[src/rtl/mult_pkg.sv]
// Shared definitions for the iterative radix-4 Booth multiplier:
// FSM states, iteration count and the Booth recoding table.
package mult_pkg;

    localparam int unsigned DATA_W     = 32;
    localparam int unsigned ACC_W      = 34;
    localparam int unsigned ITER_COUNT = 16;

    typedef enum logic [1:0] {
        IDLE,
        RUN,
        DONE
    } state_t;

    // Recoding triplet {Q[1], Q[0], QM1}
    typedef enum logic [2:0] {
        OP_ZERO_A  = 3'b000,
        OP_ADD_M_A = 3'b001,
        OP_ADD_M_B = 3'b010,
        OP_ADD_2M  = 3'b011,
        OP_SUB_2M  = 3'b100,
        OP_SUB_M_A = 3'b101,
        OP_SUB_M_B = 3'b110,
        OP_ZERO_B  = 3'b111
    } booth_op_t;

    typedef enum logic [1:0] {
        SEL_ZERO,
        SEL_M,
        SEL_2M
    } booth_sel_t;

    typedef struct packed {
        booth_sel_t sel;
        logic       sub;
    } booth_ctrl_t;

    // Map a recoding triplet to addend selection and direction
    function automatic booth_ctrl_t booth_decode(input logic [2:0] bits);
        booth_ctrl_t c;
        c.sel = SEL_ZERO;
        c.sub = 1'b0;
        case (bits)
            OP_ADD_M_A, OP_ADD_M_B: c.sel = SEL_M;
            OP_ADD_2M:              c.sel = SEL_2M;
            OP_SUB_2M:              begin c.sel = SEL_2M; c.sub = 1'b1; end
            OP_SUB_M_A, OP_SUB_M_B: begin c.sel = SEL_M;  c.sub = 1'b1; end
            default:                c.sel = SEL_ZERO;
        endcase
        return c;
    endfunction

endpackage

[src/rtl/booth_addsub.sv]
// 34-bit adder/subtractor for one Booth step: operand +/- {0, M, 2M},
// with M sign-extended to the accumulator width.
module booth_addsub
    import mult_pkg::*;
(
    input  logic [ACC_W-1:0]  i_operand,
    input  logic [DATA_W-1:0] i_m,
    input  booth_sel_t        i_sel,
    input  logic              i_sub,
    output logic [ACC_W-1:0]  o_sum
);

    logic [ACC_W-1:0] w_addend;

    // Select the sign-extended multiple of M
    always_comb begin
        w_addend = '0;
        case (i_sel)
            SEL_M:   w_addend = {{2{i_m[DATA_W-1]}}, i_m};
            SEL_2M:  w_addend = {i_m[DATA_W-1], i_m, 1'b0};
            default: w_addend = '0;
        endcase
    end

    assign o_sum = i_sub ? (i_operand - w_addend) : (i_operand + w_addend);

endmodule

[src/rtl/mult_booth_iter.sv]
// Iterative signed 32x32 radix-4 Booth multiplier, 16 iterations.
// Optional overflow flag enabled by defining MULT_OVF_DETECT_EN.
module mult_booth_iter
    import mult_pkg::*;
(
    input  logic              clk,
    input  logic              reset,
    input  logic              ctrl_mult,
    input  logic [DATA_W-1:0] data_operandA,
    input  logic [DATA_W-1:0] data_operandB,
    output logic [DATA_W-1:0] data_result,
    output logic              data_exception,
    output logic              data_resultRDY,
    output logic              busy
);

    state_t            r_state;
    state_t            w_state_nxt;
    logic [ACC_W-1:0]  r_acc;
    logic [DATA_W-1:0] r_q;
    logic              r_qm1;
    logic [DATA_W-1:0] r_m;
    logic [4:0]        r_cnt;

    logic              w_load;
    logic              w_step;
    booth_ctrl_t       w_ctrl;
    logic [ACC_W-1:0]  w_sum;
    logic [66:0]       w_cat;
    logic [66:0]       w_shifted;

    // State register
    always_ff @(posedge clk or posedge reset) begin
        if (reset) r_state <= IDLE;
        else       r_state <= w_state_nxt;
    end

    // Next-state and status outputs; a start strobe wins in every state
    always_comb begin
        w_state_nxt    = r_state;
        w_load         = 1'b0;
        w_step         = 1'b0;
        busy           = 1'b0;
        data_resultRDY = 1'b0;
        case (r_state)
            RUN: begin
                busy   = 1'b1;
                w_step = 1'b1;
                if (r_cnt == 5'(ITER_COUNT - 1)) w_state_nxt = DONE;
            end
            DONE: begin
                data_resultRDY = 1'b1;
                w_state_nxt    = IDLE;
            end
            default: w_state_nxt = IDLE;
        endcase
        if (ctrl_mult) begin
            w_load      = 1'b1;
            w_step      = 1'b0;
            w_state_nxt = RUN;
        end
    end

    assign w_ctrl = booth_decode({r_q[1:0], r_qm1});

    booth_addsub u_addsub (
        .i_operand (r_acc),
        .i_m       (r_m),
        .i_sel     (w_ctrl.sel),
        .i_sub     (w_ctrl.sub),
        .o_sum     (w_sum)
    );

    assign w_cat     = {w_sum, r_q, r_qm1};
    assign w_shifted = {{2{w_cat[66]}}, w_cat[66:2]};

    // Datapath: load on start, one add-and-shift step per RUN cycle
    always_ff @(posedge clk or posedge reset) begin
        if (reset) begin
            r_acc <= '0;
            r_q   <= '0;
            r_qm1 <= 1'b0;
            r_m   <= '0;
            r_cnt <= '0;
        end else if (w_load) begin
            r_acc <= '0;
            r_q   <= data_operandB;
            r_qm1 <= 1'b0;
            r_m   <= data_operandA;
            r_cnt <= '0;
        end else if (w_step) begin
            r_acc <= w_shifted[66:33];
            r_q   <= w_shifted[32:1];
            r_qm1 <= w_shifted[0];
            r_cnt <= r_cnt + 5'd1;
        end
    end

    assign data_result = r_q;

`ifdef MULT_OVF_DETECT_EN
    // Product fits in 32 signed bits only if bits [63:31] are all equal
    logic [DATA_W:0] w_ovf_bits;
    assign w_ovf_bits     = {r_acc[DATA_W-1:0], r_q[DATA_W-1]};
    assign data_exception = ~busy & ~((&w_ovf_bits) | ~(|w_ovf_bits));
`else
    assign data_exception = 1'b0;
`endif

endmodule

[config.mk]
export PLATFORM = sky130hd
export DESIGN_NAME = mult_booth_iter
export DESIGN_NICKNAME = d
export VERILOG_FILES = /design/src/rtl/mult_pkg.sv /design/src/rtl/booth_addsub.sv /design/src/rtl/mult_booth_iter.sv
export SDC_FILE = /design/constraint.sdc
export NUM_CORES = 1
export LEC_CHECK = 0
export BUFFER_PORTS_ARGS = -buffer_cell sky130_fd_sc_hd__buf_2
export CAP_MARGIN = 5
export CORE_ASPECT_RATIO = 0.7
export CORE_UTILIZATION = 35
export CTS_CLUSTER_DIAMETER = 40
export DETAILED_ROUTE_END_ITERATION = 8
export PLACE_DENSITY = 0.63
export SYNTH_ARGS = -nofsm -noshare
export SYNTH_HDL_FRONTEND = slang
export SYNTH_SLANG_ARGS = --single-unit
export TNS_END_PERCENT = 100
[constraint.sdc]
create_clock -name clk -period 13.42 [get_ports clk]
set_clock_uncertainty 0.1 [all_clocks]
set_input_delay 2.013 -clock clk [delete_from_list [all_inputs] [get_ports clk]]
set_output_delay 2.013 -clock clk [all_outputs]
set_load 0.01 [all_outputs]
# Yosys cells after proc, flatten, opt, wreduce, memory -nomap -nowiden
# Cells that the tools add are included.
# totals
out_inout_bits	35
regBits	106
# op_classes
add_sub_neg	3
n_mux	19
reduce_logical	4
n_eq_ne	12
# op_table
operator	n
$mux W34	3
$pmux W34 S2	1
$mux W32	2
$add A34 B34 Y34	1
$sub A34 B34 Y34	1
$mux W5	2
$eq A3 B3 Y1 const B	3
$mux W1	7
$eq A3 B2 Y1 const B	2
$mux W2	3
$add A5 B1 Y5 const B	1
$eq A5 B4 Y1 const B	1
$eq A2 B1 Y1 const B	2
$eq A2 B2 Y1 const B	2
$pmux W2 S2	1
$reduce_or A4 Y1	1
$eq A3 B1 Y1 const B	1
$ne A3 B3 Y1 const B	1
$reduce_or A3 Y1	1
$reduce_bool A2 Y1	1
$reduce_or A2 Y1	1

# Logic depth before layout (Yosys ltp)
# logic_depth
ltp_word	9
depth_mapped	30

# Hierarchy
# Synthesis repeated with hierarchy kept, for this count alone.
# hier_totals
hier_cells	872
area_unflattened_um2	7612.3
# by_module_without_submodules
mod	instances	seq_area_each_um2	area_each_um2	cells_each
mult_booth_iter	1	2602.5	4418.0	391
booth_addsub	1	0.0	3194.3	481

# Least setup slack after synthesis
# OpenSTA, ideal clock, no wires.
# synth_path
path_kind	register to register
startpoint	reg r_q[0] (netlist: data_result[0])
endpoint	reg r_acc[32]
setup_time_ns	0.074
period_less_slack_ns	6.021
path_slack_ns	7.399
path_stages_with_launch	30
required_time_ns	13.246
arrival_time_ns	5.846
path_cell_list	dfrtp_1 > inv_1 > ha_1 > mux2_2 > ha_1 > clkbuf_1 > nor2b_1 > clkbuf_1 > clkbuf_1 > a22oi_1 > ha_1 > inv_1 > or3_1 > nor3_1 > and3_1 > a21oi_1 > nor2b_1 > o21ai_0 > xor2_1 > ha_1 > a21o_1 > a21o_1 > a21o_1 > a211oi_1 > nor2_1 > nor2_1 > nor4b_1 > mux2i_1 > a21o_1 > a21oi_2
# synth_via
elab_chain_cells	9
elab_cells_between_ends	19
cone_classes	add/sub: 2; eq/ne: 8; mux: 6; reduce/logical: 3
# synth_rtl
element	line_no	text
start: declaration	mult_booth_iter.sv:20	logic [DATA_W-1:0] r_q;
start signal: assignment	mult_booth_iter.sv:87	r_q <= data_operandB;
start signal: assignment	mult_booth_iter.sv:93	r_q <= w_shifted[32:1];
$eq A3 B3 Y1 (tied with other cells)	mult_pkg.sv:43	case (bits)
$reduce_or A4 Y1 (no source line) / $reduce_or A2 Y1 (equally long branches)	-	
$pmux W2 S2	mult_pkg.sv:43	
$eq A2 B2 Y1 / $eq A2 B1 Y1 (equally long branches)	booth_addsub.sv:18	case (i_sel)
$pmux W34 S2	booth_addsub.sv:18	
$add A34 B34 Y34 / $sub A34 B34 Y34 (equally long branches)	booth_addsub.sv:25	assign o_sum = i_sub ? (i_operand - w_addend) : (i_operand + w_addend);
$mux W34 *	booth_addsub.sv:25	
$mux W34 *	mult_booth_iter.sv:91	end else if (w_step) begin
$mux W34 *	mult_booth_iter.sv:85	end else if (w_load) begin
end signal: assignment	mult_booth_iter.sv:92	r_acc <= w_shifted[66:33];
end: declaration	mult_booth_iter.sv:19	logic [ACC_W-1:0] r_acc;
# Mark *: on every way between the ends. The rest lies on a longest branch, timed or not. The select of a mux whose other input is x is not followed.
# A chain may end at the register's enable or synchronous reset.

# Worst setup path in the final report
# layout_path
startpoint	reg r_q[0] (netlist: data_result[0])
endpoint	reg r_acc[29]
# The elaborated chain is that of the path after synthesis.

==> insert_results.sql <==
INSERT INTO impl_metrics (metric_group, metric, value, unit) VALUES
('global_route', 'first_global_vias', '5716', ''),
('job', 'timing.max_cap.violations', '0', ''),
('yosys', 'synth_nets', '947', ''),
('power_and_ir_drop', 'maximum_vdd_drop', '0.0705', 'mV'),
('global_route', 'gr-total-overflow', '0', ''),
('yosys', 'synth.distinct_cells', '64', ''),
('setup_path', 'crit_slowest_cell', 'sky130_fd_sc_hd__ha_1', ''),
('power_and_ir_drop', 'leakage', '3.79', 'nW'),
('yosys', 'syn-mean-instance-area', '8.80', 'sq um'),
('sta', 'hold_violations', '0', ''),
('floorplan', 'dieWidth', '175', 'microns'),
('floorplan', 'core_region_area', '20700', 'sq um'),
('layout', 'synthToLayoutAreaGrowth', '13.7', '%'),
('setup_path', 'timing.critical_path.to_type', 'flip-flop', ''),
('setup_path', 'setup.worst_path.class', 'flip-flop to flip-flop', ''),
('yosys', 'synthCells', '837', ''),
('setup_path', 'path_buf_inv', '3', ''),
('drt', 'remaining_antenna_violation_count', '0', ''),
('sta', 'rsz_0062_raised_after_global_routing', 'no', ''),
('global_route', 'grt_antenna_before_repair', '0', ''),
('yosys', 'synth_commonest_cells', '121 x sky130_fd_sc_hd__nand2_1, 104 x sky130_fd_sc_hd__dfrtp_1, 69 x sky130_fd_sc_hd__o21ai_0', ''),
('global_route', 'track_usage', '17.4', '%'),
('clocking', 'clock-sinks', '104', ''),
('layout', 'multi_input_comb_area', '4520', 'sq um'),
('drt', 'vias', '6316', ''),
('floorplan', 'die_area', '21600', 'sq um'),
('place', 'gp_congestion', '0.898', ''),
('layout', 'drive_above_1_share', '18.2', '%'),
('drt', 'vias_per_cell', '5.31', ''),
('hold_path', 'hold_path.class', 'flip-flop to flip-flop', ''),
('layout', 'finish.net_count', '1018', ''),
('sta', 'timing_worst_slew_pin_value', '0.771', 'ns'),
('yosys', 'async_reset_ff_share', '100', '%'),
('power_and_ir_drop', 'pwr_density_cell', '195', 'nW/um^2'),
('layout', 'layout.cell_area.non_filler', '8380', 'sq um'),
('layout', 'n_fill_cell', '2104', ''),
('floorplan', 'floorplan.die.height', '123', 'microns'),
('place', 'dp.final_hpwl', '13.0', 'mm'),
('clocking', 'cts_setup_buffers', '0', ''),
('yosys', 'synth-edff-count', '0', ''),
('setup_path', 'crit_start', 'data_result[0]$_DFFE_PP0P_', ''),
('sta', 'timing.final.crit_share', '48.8', '%'),
('clocking', 'ctsLongestPathBuffers', '2', ''),
('sta', 'setup_viol_count_final', '0', ''),
('clocking', 'holdBufCountCts', '0', ''),
('setup_path', 'worst_ep_required_time', '13.57', 'ns'),
('setup_path', 'worst_setup_path_start_kind', 'flip-flop', ''),
('place', 'io_buffers', '100', ''),
('clocking', 'tritoncts_clock_tree', 'yes', ''),
('place', 'postPlaceCellArea', '8090', 'sq um'),
('layout', 'antenna-diode-count', '0', ''),
('sta', 'relSlewSlack', '48.6', '%'),
('floorplan', 'top_level_ports', '102', ''),
('clocking', 'htreeDepth', '3', ''),
('yosys', 'yosysMostFrequentCell', 'sky130_fd_sc_hd__nand2_1', ''),
('sta', 'setup_tns', '0', 'ns'),
('global_route', 'grt_first_pass_wirelength', '29.9', 'mm'),
('yosys', 'netlist_area', '7370', 'sq um'),
('clocking', 'number_of_buffers_inserted_during_clock_tree_synthesis', '9', ''),
('drt', 'average_wire_length_per_cell_after_detail_routing', '15.2', 'microns'),
('drt', 'wirelength', '18.0', 'mm'),
('global_route', 'grt_max_degree', '82', ''),
('outcome', 'status', 'complete, no violations', ''),
('clocking', 'clk_transition_reported_paths', '0.08', 'ns'),
('clocking', 'root_buffer', 'sky130_fd_sc_hd__clkbuf_16', ''),
('drt', 'drt_first_pass_iters', '5', ''),
('yosys', 'postSynth.topFlopCell', 'sky130_fd_sc_hd__dfrtp_1', ''),
('drt', 'drcViolationCount', '0', ''),
('yosys', 'synth_top_area_share', '35.3', '%'),
('clocking', 'worst_skew_pair.late_latency', '0.36', 'ns'),
('floorplan', 'core.rowCount', '44', '');
[tightest hold or removal path, stage by stage (launching register included)]
cell	delay [ns]
sky130_fd_sc_hd__dfrtp_1	0.39
sky130_fd_sc_hd__nand2_1	0.06
sky130_fd_sc_hd__a21oi_1	0.05
[stage by stage]
stage	worst slack (ns)	hold WS [ns]	cells	power, mW
final	6.87	0.430	1189	1.63
after global routing	6.30	0.456	1189	1.77
after CTS	6.94	0.432	1189	1.63
after detailed placement	6.98	0.417	1173	1.36
after global placement	7.15	0.414	1173	1.35
after floorplan	7.40	0.387	837	1.16
[flip-flops by register name, summed over array words and instances (netlist names)]
signal and cells:
data_result 32, r_acc 32, r_m 32, r_cnt 5
r_state 2, r_qm1 1
[cells by family (layout without fill, tap and decap cells)]
| family | after synthesis | count (layout) | share of synthesized area (%) |
|---|---|---|---|
| multiplexers | 64 | 64 | 9.24 |
| other | 1 | 1 | 0.0509 |
| adder cells (fa/ha/maj) | 43 | 43 | 7.40 |
| flip-flops | 104 | 104 | 35.3 |
| buffers and inverters | 66 | 142 | 3.57 |
| XOR/XNOR | 54 | 54 | 6.42 |
| AO/OA/AOI/OAI | 258 | 258 | 22.5 |
| AND/OR/NAND/NOR | 247 | 247 | 15.5 |
[final timing paths]
kind,to,slack [ns],cells after the start
setup reg to reg,r_acc[29]$_DFFE_PP0P_,6.87,27
setup / recovery,r_acc[29]$_DFFE_PP0P_,6.87,27
hold reg to reg,r_acc[5]$_DFFE_PP0P_,0.43,2
min in group asynchronous,r_m[29]$_DFFE_PP0P_,1.66,2
max in group asynchronous,r_acc[20]$_DFFE_PP0P_,10.41,3
hold / removal,r_acc[5]$_DFFE_PP0P_,0.43,2
[report_power, final]
part           switching (mW)  leakage, nW  internal (mW)
Sequential             0.0501         1.28          0.375
Clock                   0.135        0.141          0.131
Combinational           0.531         2.37          0.409
[cells in the final DEF (no fill, tap or decap), types with 8 or more instances in the layout]
| cell | instances |
|---|---|
| sky130_fd_sc_hd__a21o_1 | 17 |
| sky130_fd_sc_hd__nor2b_1 | 8 |
| sky130_fd_sc_hd__mux2i_1 | 32 |
| sky130_fd_sc_hd__inv_1 | 18 |
| sky130_fd_sc_hd__buf_2 | 99 |
| sky130_fd_sc_hd__xnor2_1 | 25 |
| sky130_fd_sc_hd__a22oi_1 | 29 |
| sky130_fd_sc_hd__and3_1 | 10 |
| sky130_fd_sc_hd__a211oi_1 | 9 |
| sky130_fd_sc_hd__ha_1 | 42 |
| sky130_fd_sc_hd__mux2_2 | 32 |
| sky130_fd_sc_hd__nand2_1 | 121 |
| sky130_fd_sc_hd__dfrtp_1 | 104 |
| sky130_fd_sc_hd__a21oi_1 | 68 |
| sky130_fd_sc_hd__a31oi_1 | 8 |
| sky130_fd_sc_hd__nand3_1 | 13 |
| sky130_fd_sc_hd__nor3_1 | 13 |
| sky130_fd_sc_hd__xor2_1 | 29 |
| sky130_fd_sc_hd__nor2_1 | 44 |
| sky130_fd_sc_hd__clkbuf_16 | 9 |
| sky130_fd_sc_hd__o21ai_0 | 69 |
| sky130_fd_sc_hd__o21a_1 | 11 |
[final cells by class]
class / instances / share of cell area (%)
multi-input combinational: 667 / 53.9
sequential: 104 / 31.1
timing repair buffer: 106 / 6.54
tap: 276 / 4.12
clock buffer: 10 / 2.73
inverter: 20 / 0.926
clock inverter: 6 / 0.717
[routing by layer]
| metal | global-route usage [%] | routed length [microns] | part of all wire (%) | up-vias |
|---|---|---|---|---|
| li1 | - | - | - | 3170 |
| met1 | 27.9 | 9970 | 55 | 2970 |
| met2 | 23.6 | 7070 | 39 | 165 |
| met3 | 3.01 | 841 | 4.7 | 11 |
| met4 | 3.32 | 143 | 0.79 | 0 |
| met5 | 0 | 0 | 0 | - |
No activity file was read; power rests on OpenSTA's default activity.
